### src/rtl/muldiv_unit.sv
// Iterative 32-bit multiply/divide unit driving the {HI, LO} result pair.
// Define MULDIV_DIV_EN to compile in the unsigned divide path (op = 2'b10).
module muldiv_unit #(
  parameter int unsigned ITER = 32
) (
  input  logic                  clk,
  input  logic                  reset,
  input  logic                  start,
  input  logic [1:0]            op,
  input  logic [ITER-1:0]       src_a,
  input  logic [ITER-1:0]       src_b,
  output logic                  busy,
  output logic                  done,
  output logic [2*ITER-1:0]     result
);

  typedef enum logic [1:0] {
    S_IDLE   = 2'b00,
    S_CALC   = 2'b01,
    S_FINISH = 2'b10
  } state_t;

  typedef enum logic [1:0] {
    OP_MULTU = 2'b00,
    OP_MULT  = 2'b01,
    OP_DIVU  = 2'b10
  } op_t;

  localparam logic [5:0] LAST = 6'(ITER - 1);

  state_t              state, state_next;
  op_t                 op_q;
  logic [5:0]          cnt;
  logic                neg;
  logic [2*ITER-1:0]   acc;
  logic [2*ITER-1:0]   mcand;
  logic [ITER-1:0]     mplier;
  logic                legal;
  logic                accept;
  logic                is_mult;
  logic [ITER-1:0]     mag_a, mag_b;

  always_comb begin
    legal = (op == OP_MULTU) || (op == OP_MULT);
`ifdef MULDIV_DIV_EN
    if (op == OP_DIVU) legal = 1'b1;
`endif
  end

  assign accept  = (state == S_IDLE) && start && legal;
  assign is_mult = (op == OP_MULT);
  assign mag_a   = (is_mult && src_a[ITER-1]) ? -src_a : src_a;
  assign mag_b   = (is_mult && src_b[ITER-1]) ? -src_b : src_b;
  assign busy    = (state != S_IDLE);

`ifdef MULDIV_DIV_EN
  // Remainder lives in acc[HI], dividend/quotient in acc[LO]; the divisor reuses mplier.
  logic [ITER:0]   shifted;
  logic [ITER+1:0] diff;
  assign shifted = acc[2*ITER-1:ITER-1];
  assign diff    = {1'b0, shifted} - {2'b00, mplier};
`endif

  always_ff @(posedge clk) begin
    if (reset) state <= S_IDLE;
    else       state <= state_next;
  end

  always_comb begin
    state_next = state;
    case (state)
      S_IDLE:   if (accept) state_next = S_CALC;
      S_CALC:   if (cnt == LAST) state_next = S_FINISH;
      S_FINISH: state_next = S_IDLE;
      default:  state_next = S_IDLE;
    endcase
  end

  always_ff @(posedge clk) begin
    if (reset) begin
      op_q   <= OP_MULTU;
      cnt    <= '0;
      neg    <= 1'b0;
      acc    <= '0;
      mcand  <= '0;
      mplier <= '0;
      done   <= 1'b0;
      result <= '0;
    end else begin
      done <= 1'b0;
      case (state)
        S_IDLE: begin
          if (accept) begin
            op_q   <= op_t'(op);
            cnt    <= '0;
            neg    <= is_mult && (src_a[ITER-1] ^ src_b[ITER-1]);
            mcand  <= {{ITER{1'b0}}, mag_a};
            mplier <= mag_b;
            acc    <= '0;
`ifdef MULDIV_DIV_EN
            if (op == OP_DIVU) acc <= {{ITER{1'b0}}, src_a};
`endif
          end
        end
        S_CALC: begin
          cnt <= cnt + 6'd1;
`ifdef MULDIV_DIV_EN
          if (op_q == OP_DIVU) begin
            if (!diff[ITER+1]) acc <= {diff[ITER-1:0], acc[ITER-2:0], 1'b1};
            else               acc <= {acc[2*ITER-2:0], 1'b0};
          end else
`endif
          begin
            if (mplier[0]) acc <= acc + mcand;
            mcand  <= mcand << 1;
            mplier <= mplier >> 1;
          end
        end
        S_FINISH: begin
          result <= neg ? -acc : acc;
          done   <= 1'b1;
        end
        default: ;
      endcase
    end
  end

endmodule

### config.mk
export PLATFORM = sky130hd
export DESIGN_NAME = muldiv_unit
export DESIGN_NICKNAME = d
export VERILOG_FILES = /design/src/rtl/muldiv_unit.sv
export SDC_FILE = /design/constraint.sdc
export NUM_CORES = 1
export LEC_CHECK = 0
export ABC_AREA = 1
export ABC_CLOCK_PERIOD_IN_PS = 2500
export BUFFER_PORTS_ARGS = -buffer_cell sky130_fd_sc_hd__buf_2
export CAP_MARGIN = 20
export CORE_AREA = 2 2 194 196
export CTS_BUF_LIST = sky130_fd_sc_hd__clkbuf_8
export DETAILED_ROUTE_END_ITERATION = 10
export DIE_AREA = 0 0 196 198
export PLACE_DENSITY = 0.72
export SETUP_SLACK_MARGIN = 0.1
export SLEW_MARGIN = 5
export SYNTH_ARGS = -nofsm -noshare
export SYNTH_HDL_FRONTEND = slang
export SYNTH_SLANG_ARGS = --single-unit
### constraint.sdc
create_clock -name clk -period 2.5 [get_ports clk]
set_input_delay 0.125 -clock clk [delete_from_list [all_inputs] [get_ports clk]]
set_output_delay 0.125 -clock clk [all_outputs]
set_load 0.01 [all_outputs]
==> flow_metrics.env, run 1 <==
export IMPL_finalPower_uw=10000
export IMPL_multi_input_area_um2=11100
export IMPL_start_util_pct=49.0
export IMPL_rows=71
export IMPL_numCtsBuffers=45
export IMPL_ant_nets=0
export IMPL_synth_area_leader_cell="dfxtp_1"
export IMPL_via_per_inst=5.35
export IMPL_drtPass1Iterations=6
export IMPL_start_kind="flip-flop"
export IMPL_synthesis_instances=3122
export IMPL_slowest_delay_ns=0.37
export IMPL_port_buffers=134
export IMPL_cts_sinks=234
export IMPL_synth_fp_nets=3259
export IMPL_slew_violations=0
export IMPL_vias=20729
export IMPL_max_vdd_ir_drop_mv=0.510
export IMPL_synthArstFlopShare_pct=0
export IMPL_crit_cells=12
export IMPL_die_h_um=198
export IMPL_syn_avg_cell_area_um2=5.81
export IMPL_min_path_type="primary input to flip-flop"
export IMPL_placed_cell_area_um2=19800
export IMPL_die_x_um=196
export IMPL_drive_above_1_share_pct=12.8
export IMPL_first_iter_violations=1602
export IMPL_yosysTopAreaCellShare_pct=25.8
export IMPL_place_gp_congestion=1.03
export IMPL_setup_tns_ns=0
export IMPL_fmax_mhz=442
export IMPL_place_inst=3721
export IMPL_status="finished clean"
export IMPL_reg2reg_depth=12
export IMPL_track_usage_pct=33.3
export IMPL_fillers=3655
export IMPL_synth_sequential_area_ratio_pct=25.8
export IMPL_slew_headroom_pct=57.1
export IMPL_fin_nets=3503
export IMPL_yosysMostFrequentCell="nand2_1"
export IMPL_clock_root_buffer="clkbuf_8"
export IMPL_fin_crit_ns=2.26
export IMPL_syn_to_final_growth_pct=19.7
export IMPL_fin_area_um2=21700
export IMPL_final_hold_viol_count=0
export IMPL_htreeDepth=2
export IMPL_power_density_nw_per_um2=463
export IMPL_min_path_cells=5
export IMPL_fin_cells=3876
export IMPL_yosys_warnings=0
export IMPL_regArea_um2=4690
export IMPL_synth_distinct_cells=55
export IMPL_leakage_uw=0.0114
export IMPL_path_cells="ha_1 -> nand2_1 -> nor2_2 -> nand2_1 -> nor2_1 -> nand2_1 -> nand3_1 -> nand2_1 -> nand3_1 -> nand2_1 -> nand3_1 -> a21oi_1"
export IMPL_finClkSkew_ns=0.0332
export IMPL_overflow=0
export IMPL_yosys_top_cells_area="dfxtp_1, nand2_1, inv_1, nor2_1, nand3_1"
export IMPL_core_um2=37000
export IMPL_dp_hpwl_um=50200
export IMPL_wl_um=64800
export IMPL_grt_max_degree=116
export IMPL_dominantRegCellSynth="dfxtp_1"
export IMPL_ios=135
export IMPL_wl_per_cell_um=16.7
export IMPL_crit_buf_inv=0
export IMPL_grt_pass1_vias=19717
export IMPL_endpoint_kind="flip-flop"
export IMPL_clk_latency_ns=0.64
export IMPL_synth_area_um2=18100
export IMPL_clk_pin_slew_worst_paths_ns=0.06
export IMPL_grt_first_pass_wirelength_um=102000
export IMPL_cpMostUsedCell="nand2_1"
export IMPL_min_period_over_period_pct=90.5
export IMPL_max_cap_violations=0
export IMPL_crit_type="flip-flop to flip-flop"
export IMPL_cp_top_family="simple AND/OR/NAND/NOR gates"
export IMPL_cpMaxStageDelayCell="dfxtp_1"
export IMPL_ys_ff_latch=234
export IMPL_path_max_fanout=4
export IMPL_critical_path_required_ns=2.97
export IMPL_crit_arrival_ns=2.74
export IMPL_cts_tree="yes"
export IMPL_drc=0
export IMPL_synth_edf_count=0
export IMPL_num_antenna_cells=0
export IMPL_fp_dieArea_um2=38800
export IMPL_grt_antenna_before_repair=0
export IMPL_cts_buffer_depth=3
export IMPL_tightest_slew_ns=0.643
export IMPL_netlist_top_cells_count="nand2_1, inv_1, nor2_1"
export IMPL_setup_viol=0
export IMPL_rsz0062_at_grt="true"
==> area by class of cell <==
| class | count | area share (%) |
|---|---|---|
| flip-flops and latches | 234 | 21.6 |
| well taps | 474 | 2.73 |
| multi-input cells | 2237 | 51.0 |
| clock inverters | 26 | 1.50 |
| repair buffers | 289 | 9.81 |
| clock buffers | 57 | 3.62 |
| inverters | 559 | 9.67 |
==> per-layer routing <==
| metal | vias to the layer above | GRT usage (%) | routed length [µm] |
|---|---|---|---|
| met3 | 192 | 4.87 | 4180 |
| met2 | 800 | 57.3 | 30000 |
| li1 | 10399 | - | - |
| met4 | 0 | 19.8 | 4120 |
| met1 | 9338 | 39.4 | 26600 |
| met5 | - | 0 | 0 |
==> per-stage QoR <==
stage	utilization [%]	hold slack (ns)	worst slack (ns)
after floorplan	-	0.263	0.597
after global placement	53.5	0.398	0.0826
final	58.7	0.0550	0.237
after global routing	58.7	0.0630	0.0477
after CTS	58.4	0.0161	0.0910
after detailed placement	53.5	0.412	0.0551
==> cells by family after synthesis <==
logic type / share of synthesized area [%]
buffers and inverters: 13.7
adder cells (fa/ha/maj): 4.74
flip-flops: 25.8
AND/OR/NAND/NOR: 38.4
AO/OA/AOI/OAI: 15.4
XOR/XNOR: 1.84
==> tightest hold or removal path, stage by stage <==
cell	delay, ns
buf_2	0.11
nor2_1	0.06
o21ai_1	0.18
a21oi_1	0.11
nor2_1	0.08
==> worst paths after layout <==
path	start	endpoint	slack [ns]
hold reg to reg	mplier[31]	mplier[31]	0.47
setup / recovery	acc[22]	acc[55]	0.24
hold / removal	src_a[20]	mcand[21]	0.06
setup reg to reg	acc[22]	acc[55]	0.24
==> sequential cells by signal, summed over array words and instances, names as in the netlist <==
register and flops:
acc 64, cnt 6, done 1, mcand 64, mplier 32, neg 1, result 64, state 2
==> cell usage in the layout (no fill, tap or decap), drive strengths merged, types with 2 or more instances in the layout <==
cell / n
a211oi: 3
a21boi: 8
a21o: 4
a21oi: 194
a31o: 5
a31oi: 6
and2: 3
and3: 2
buf: 218
bufinv: 7
clkbuf: 57
clkinv: 10
clkinvlp: 2
dfxtp: 234
dlygate4sd3: 71
ha: 67
inv: 566
nand2: 944
nand3: 205
nand3b: 9
nand4: 33
nor2: 348
nor3: 55
nor4: 8
o2111ai: 10
o211ai: 14
o21ai: 164
o21bai: 4
o221ai: 36
o22ai: 31
o41ai: 2
or2: 40
xnor2: 3
xor2: 35
==> repair_timing <==
| item | in CTS | in global routing |
|---|---|---|
| hold endpoints to repair | 64 | 0 |
| hold buffers | 71 | 0 |
| setup endpoints to repair | 5 | 35 |
| setup buffers | 0 | 1 |
| gates resized for setup | 4 | 34 |
==> where the power goes <==
group | leakage (µW) | internal (µW) | switching (µW) | total, µW
Clock | 0.000593 | 2810 | 1860 | 4670
Sequential | 0.00190 | 3850 | 102 | 3950
Combinational | 0.00895 | 537 | 889 | 1430
Total | 0.0114 | 7190 | 2850 | 10000
Power figures use the tool's default switching activity.
==> inputs of run 2 (changes only) <==
CELL_PAD_IN_SITES_DETAIL_PLACEMENT = 0   (was unset)
CELL_PAD_IN_SITES_GLOBAL_PLACEMENT = 1   (was unset)
CORE_AREA = 2 2 206 208   (was 2 2 194 196)
DIE_AREA = 0 0 208 210   (was 0 0 196 198)
PLACE_DENSITY = 0.87   (was 0.72)
==> run 2 against run 1 <==
  * Clock power down 7.7%
  * Non-clock buffer count up 51
  * Hold slack better by 0.020 ns
  * Clock-buffer cell count down 2
  * Via count down 0.44%
  * Sequential share of layout area down 0.38 points
  * Worst setup slack worse by 0.083 ns
  * Critical path depth unchanged
  * Wire length up 3.1%
  * Final area up 1.8%
  * Cell count up 2.9%
  * Highest routed layer unchanged
==> flow_metrics.env, run 2 (synthesis results as in run 1) <==
export IMPL_status="finished clean"
export IMPL_placed_cell_area_um2=20100
export IMPL_setup_viol=0
export IMPL_wl_per_cell_um=16.7
export IMPL_rr_startpoint="acc[54]"
export IMPL_reg_largest_list="acc (64), mcand (64), result (64)"
export IMPL_fin_cells=3990
export IMPL_finClkSkew_ns=0.0353
export IMPL_slew_headroom_pct=53.1
export IMPL_grt_pass1_vias=19969
export IMPL_power_density_nw_per_um2=442
export IMPL_die_x_um=208
export IMPL_reg2reg_depth=12
export IMPL_layout_commonest_cell="nand2_1"
export IMPL_r2r_end="acc[59]"
export IMPL_setup_tns_ns=0
export IMPL_drtPass1Iterations=5
export IMPL_cts_buffer_depth=3
export IMPL_clk_latency_ns=0.65
export IMPL_numCtsBuffers=45
export IMPL_rsz0062_at_grt="true"
export IMPL_num_antenna_cells=0
export IMPL_overflow=0
export IMPL_vias=20638
export IMPL_fin_area_um2=22100
export IMPL_fmax_mhz=426
export IMPL_min_path_type="primary input to flip-flop"
export IMPL_max_vdd_ir_drop_mv=0.344
export IMPL_reg2reg_slack_ns=0.15
export IMPL_start_kind="flip-flop"
export IMPL_endpoint_kind="flip-flop"
export IMPL_critical_path_required_ns=3.04
export IMPL_min_period_over_period_pct=93.8
export IMPL_via_per_inst=5.17
export IMPL_path_max_fanout=4
export IMPL_tightest_slew_ns=0.703
export IMPL_grt_first_pass_wirelength_um=105000
export IMPL_fin_crit_ns=2.35
export IMPL_place_gp_congestion=0.963
export IMPL_fin_nets=3554
export IMPL_crit_arrival_ns=2.89
export IMPL_clk_pin_slew_worst_paths_ns=0.06
export IMPL_die_h_um=210
export IMPL_drive_above_1_share_pct=14.1
export IMPL_leakage_uw=0.0117
export IMPL_port_buffers=134
export IMPL_rows=75
export IMPL_first_iter_violations=1254
export IMPL_cts_tree="yes"
export IMPL_endpoint="acc[59]"
export IMPL_ant_nets=0
export IMPL_cts_sinks=234
export IMPL_track_usage_pct=30.1
export IMPL_start_util_pct=43.7
export IMPL_final_cell_mix="nand2_1, inv_1, nor2_1"
export IMPL_syn_to_final_growth_pct=21.9
export IMPL_slew_violations=0
export IMPL_ios=135
export IMPL_fp_dieArea_um2=43700
export IMPL_htreeDepth=2
export IMPL_grt_antenna_before_repair=0
export IMPL_drc=0
export IMPL_dp_hpwl_um=52500
export IMPL_place_inst=3827
export IMPL_wl_um=66800
export IMPL_final_hold_viol_count=0
export IMPL_crit_type="flip-flop to flip-flop"
export IMPL_max_cap_violations=0
export IMPL_clock_root_buffer="clkbuf_8"
export IMPL_grt_max_degree=116
export IMPL_startpoint="acc[54]"
export IMPL_core_um2=41500
-- run 2: cell count changes in the layout (fill, tap and decap cells not counted), moves of 3 or more --
cell / delta
nand3_2: +4
nand3_1: -4
dlygate4sd3_1: +5
bufinv_16: -3
buf_4: +47
clkinv_2: +7
ha_2: -3
-- run 2: metal layers --
metal | track usage, % | vias to the layer above | wire length, µm
met5 | 0 | - | 0
met4 | 18.4 | 0 | 4310
met3 | 3.55 | 181 | 3120
met2 | 52.5 | 583 | 31600
met1 | 35.5 | 9370 | 27800
li1 | - | 10504 | -
-- run 2: final cells by class --
cell class              count  area, µm²
multi-input cells        2237      11100
fillers                  4418      19400
inverters                 559       2100
flip-flops and latches    234       4690
clock inverters            26        250
repair buffers            340       2510
well taps                 539        674
clock buffers              55        757
-- run 2: power breakdown --
part / switching (µW) / internal, µW / leakage (µW)
Combinational: 936 / 574 / 0.00923
Clock: 1880 / 2440 / 0.000556
Sequential: 99.6 / 3850 / 0.00190
Total: 2910 / 6860 / 0.0117
-- run 2: what timing repair did --
item                                    in CTS  in global routing
gates resized for setup                      2                 42
endpoints found under the hold margin       89                  0
hold buffers                                77                  0
pin swaps                                    0                  5
endpoints found under the setup margin       2                 39
buffers inserted                             0                  6
-- run 2: stage by stage --
stage / util [%] / power, µW / worst slack (ns) / hold WS (ns)
6_report: 53.2 / 9770 / 0.154 / 0.0745
5_1_grt: 53.2 / 10200 / 0.0572 / 0.103
4_1_cts: 52.8 / 9830 / 0.104 / 0.0191
3_5_place_dp: 48.5 / 5410 / 0.109 / 0.417
3_3_place_gp: 48.5 / 5380 / 0.0967 / 0.403
2_1_floorplan: - / 4890 / 0.597 / 0.263
-- run 2: how the worst min path moves through the flow --
stage	start	endpoint	slack, ns	cells past startpoint
final	src_a[1]	mcand[3]	0.07	6
after global routing	src_b[2]	mplier[3]	0.10	6
after CTS	src_b[2]	mplier[3]	0.02	6
after detailed placement	src_b[17]	mplier[17]	0.42	3
after global placement	src_b[17]	mplier[17]	0.40	3
after floorplan	src_b[17]	mplier[17]	0.26	2
-- run 2: worst max-delay path: stages (launching register included) --
cell,delay (ns)
dfxtp_1,0.33
ha_1,0.41
nand2_1,0.16
inv_1,0.07
a21oi_1,0.31
nor2_1,0.07
nor2_1,0.24
nand2_1,0.14
a21oi_1,0.18
nand2_1,0.08
nand2_1,0.06
nand3_1,0.07
a21oi_1,0.13
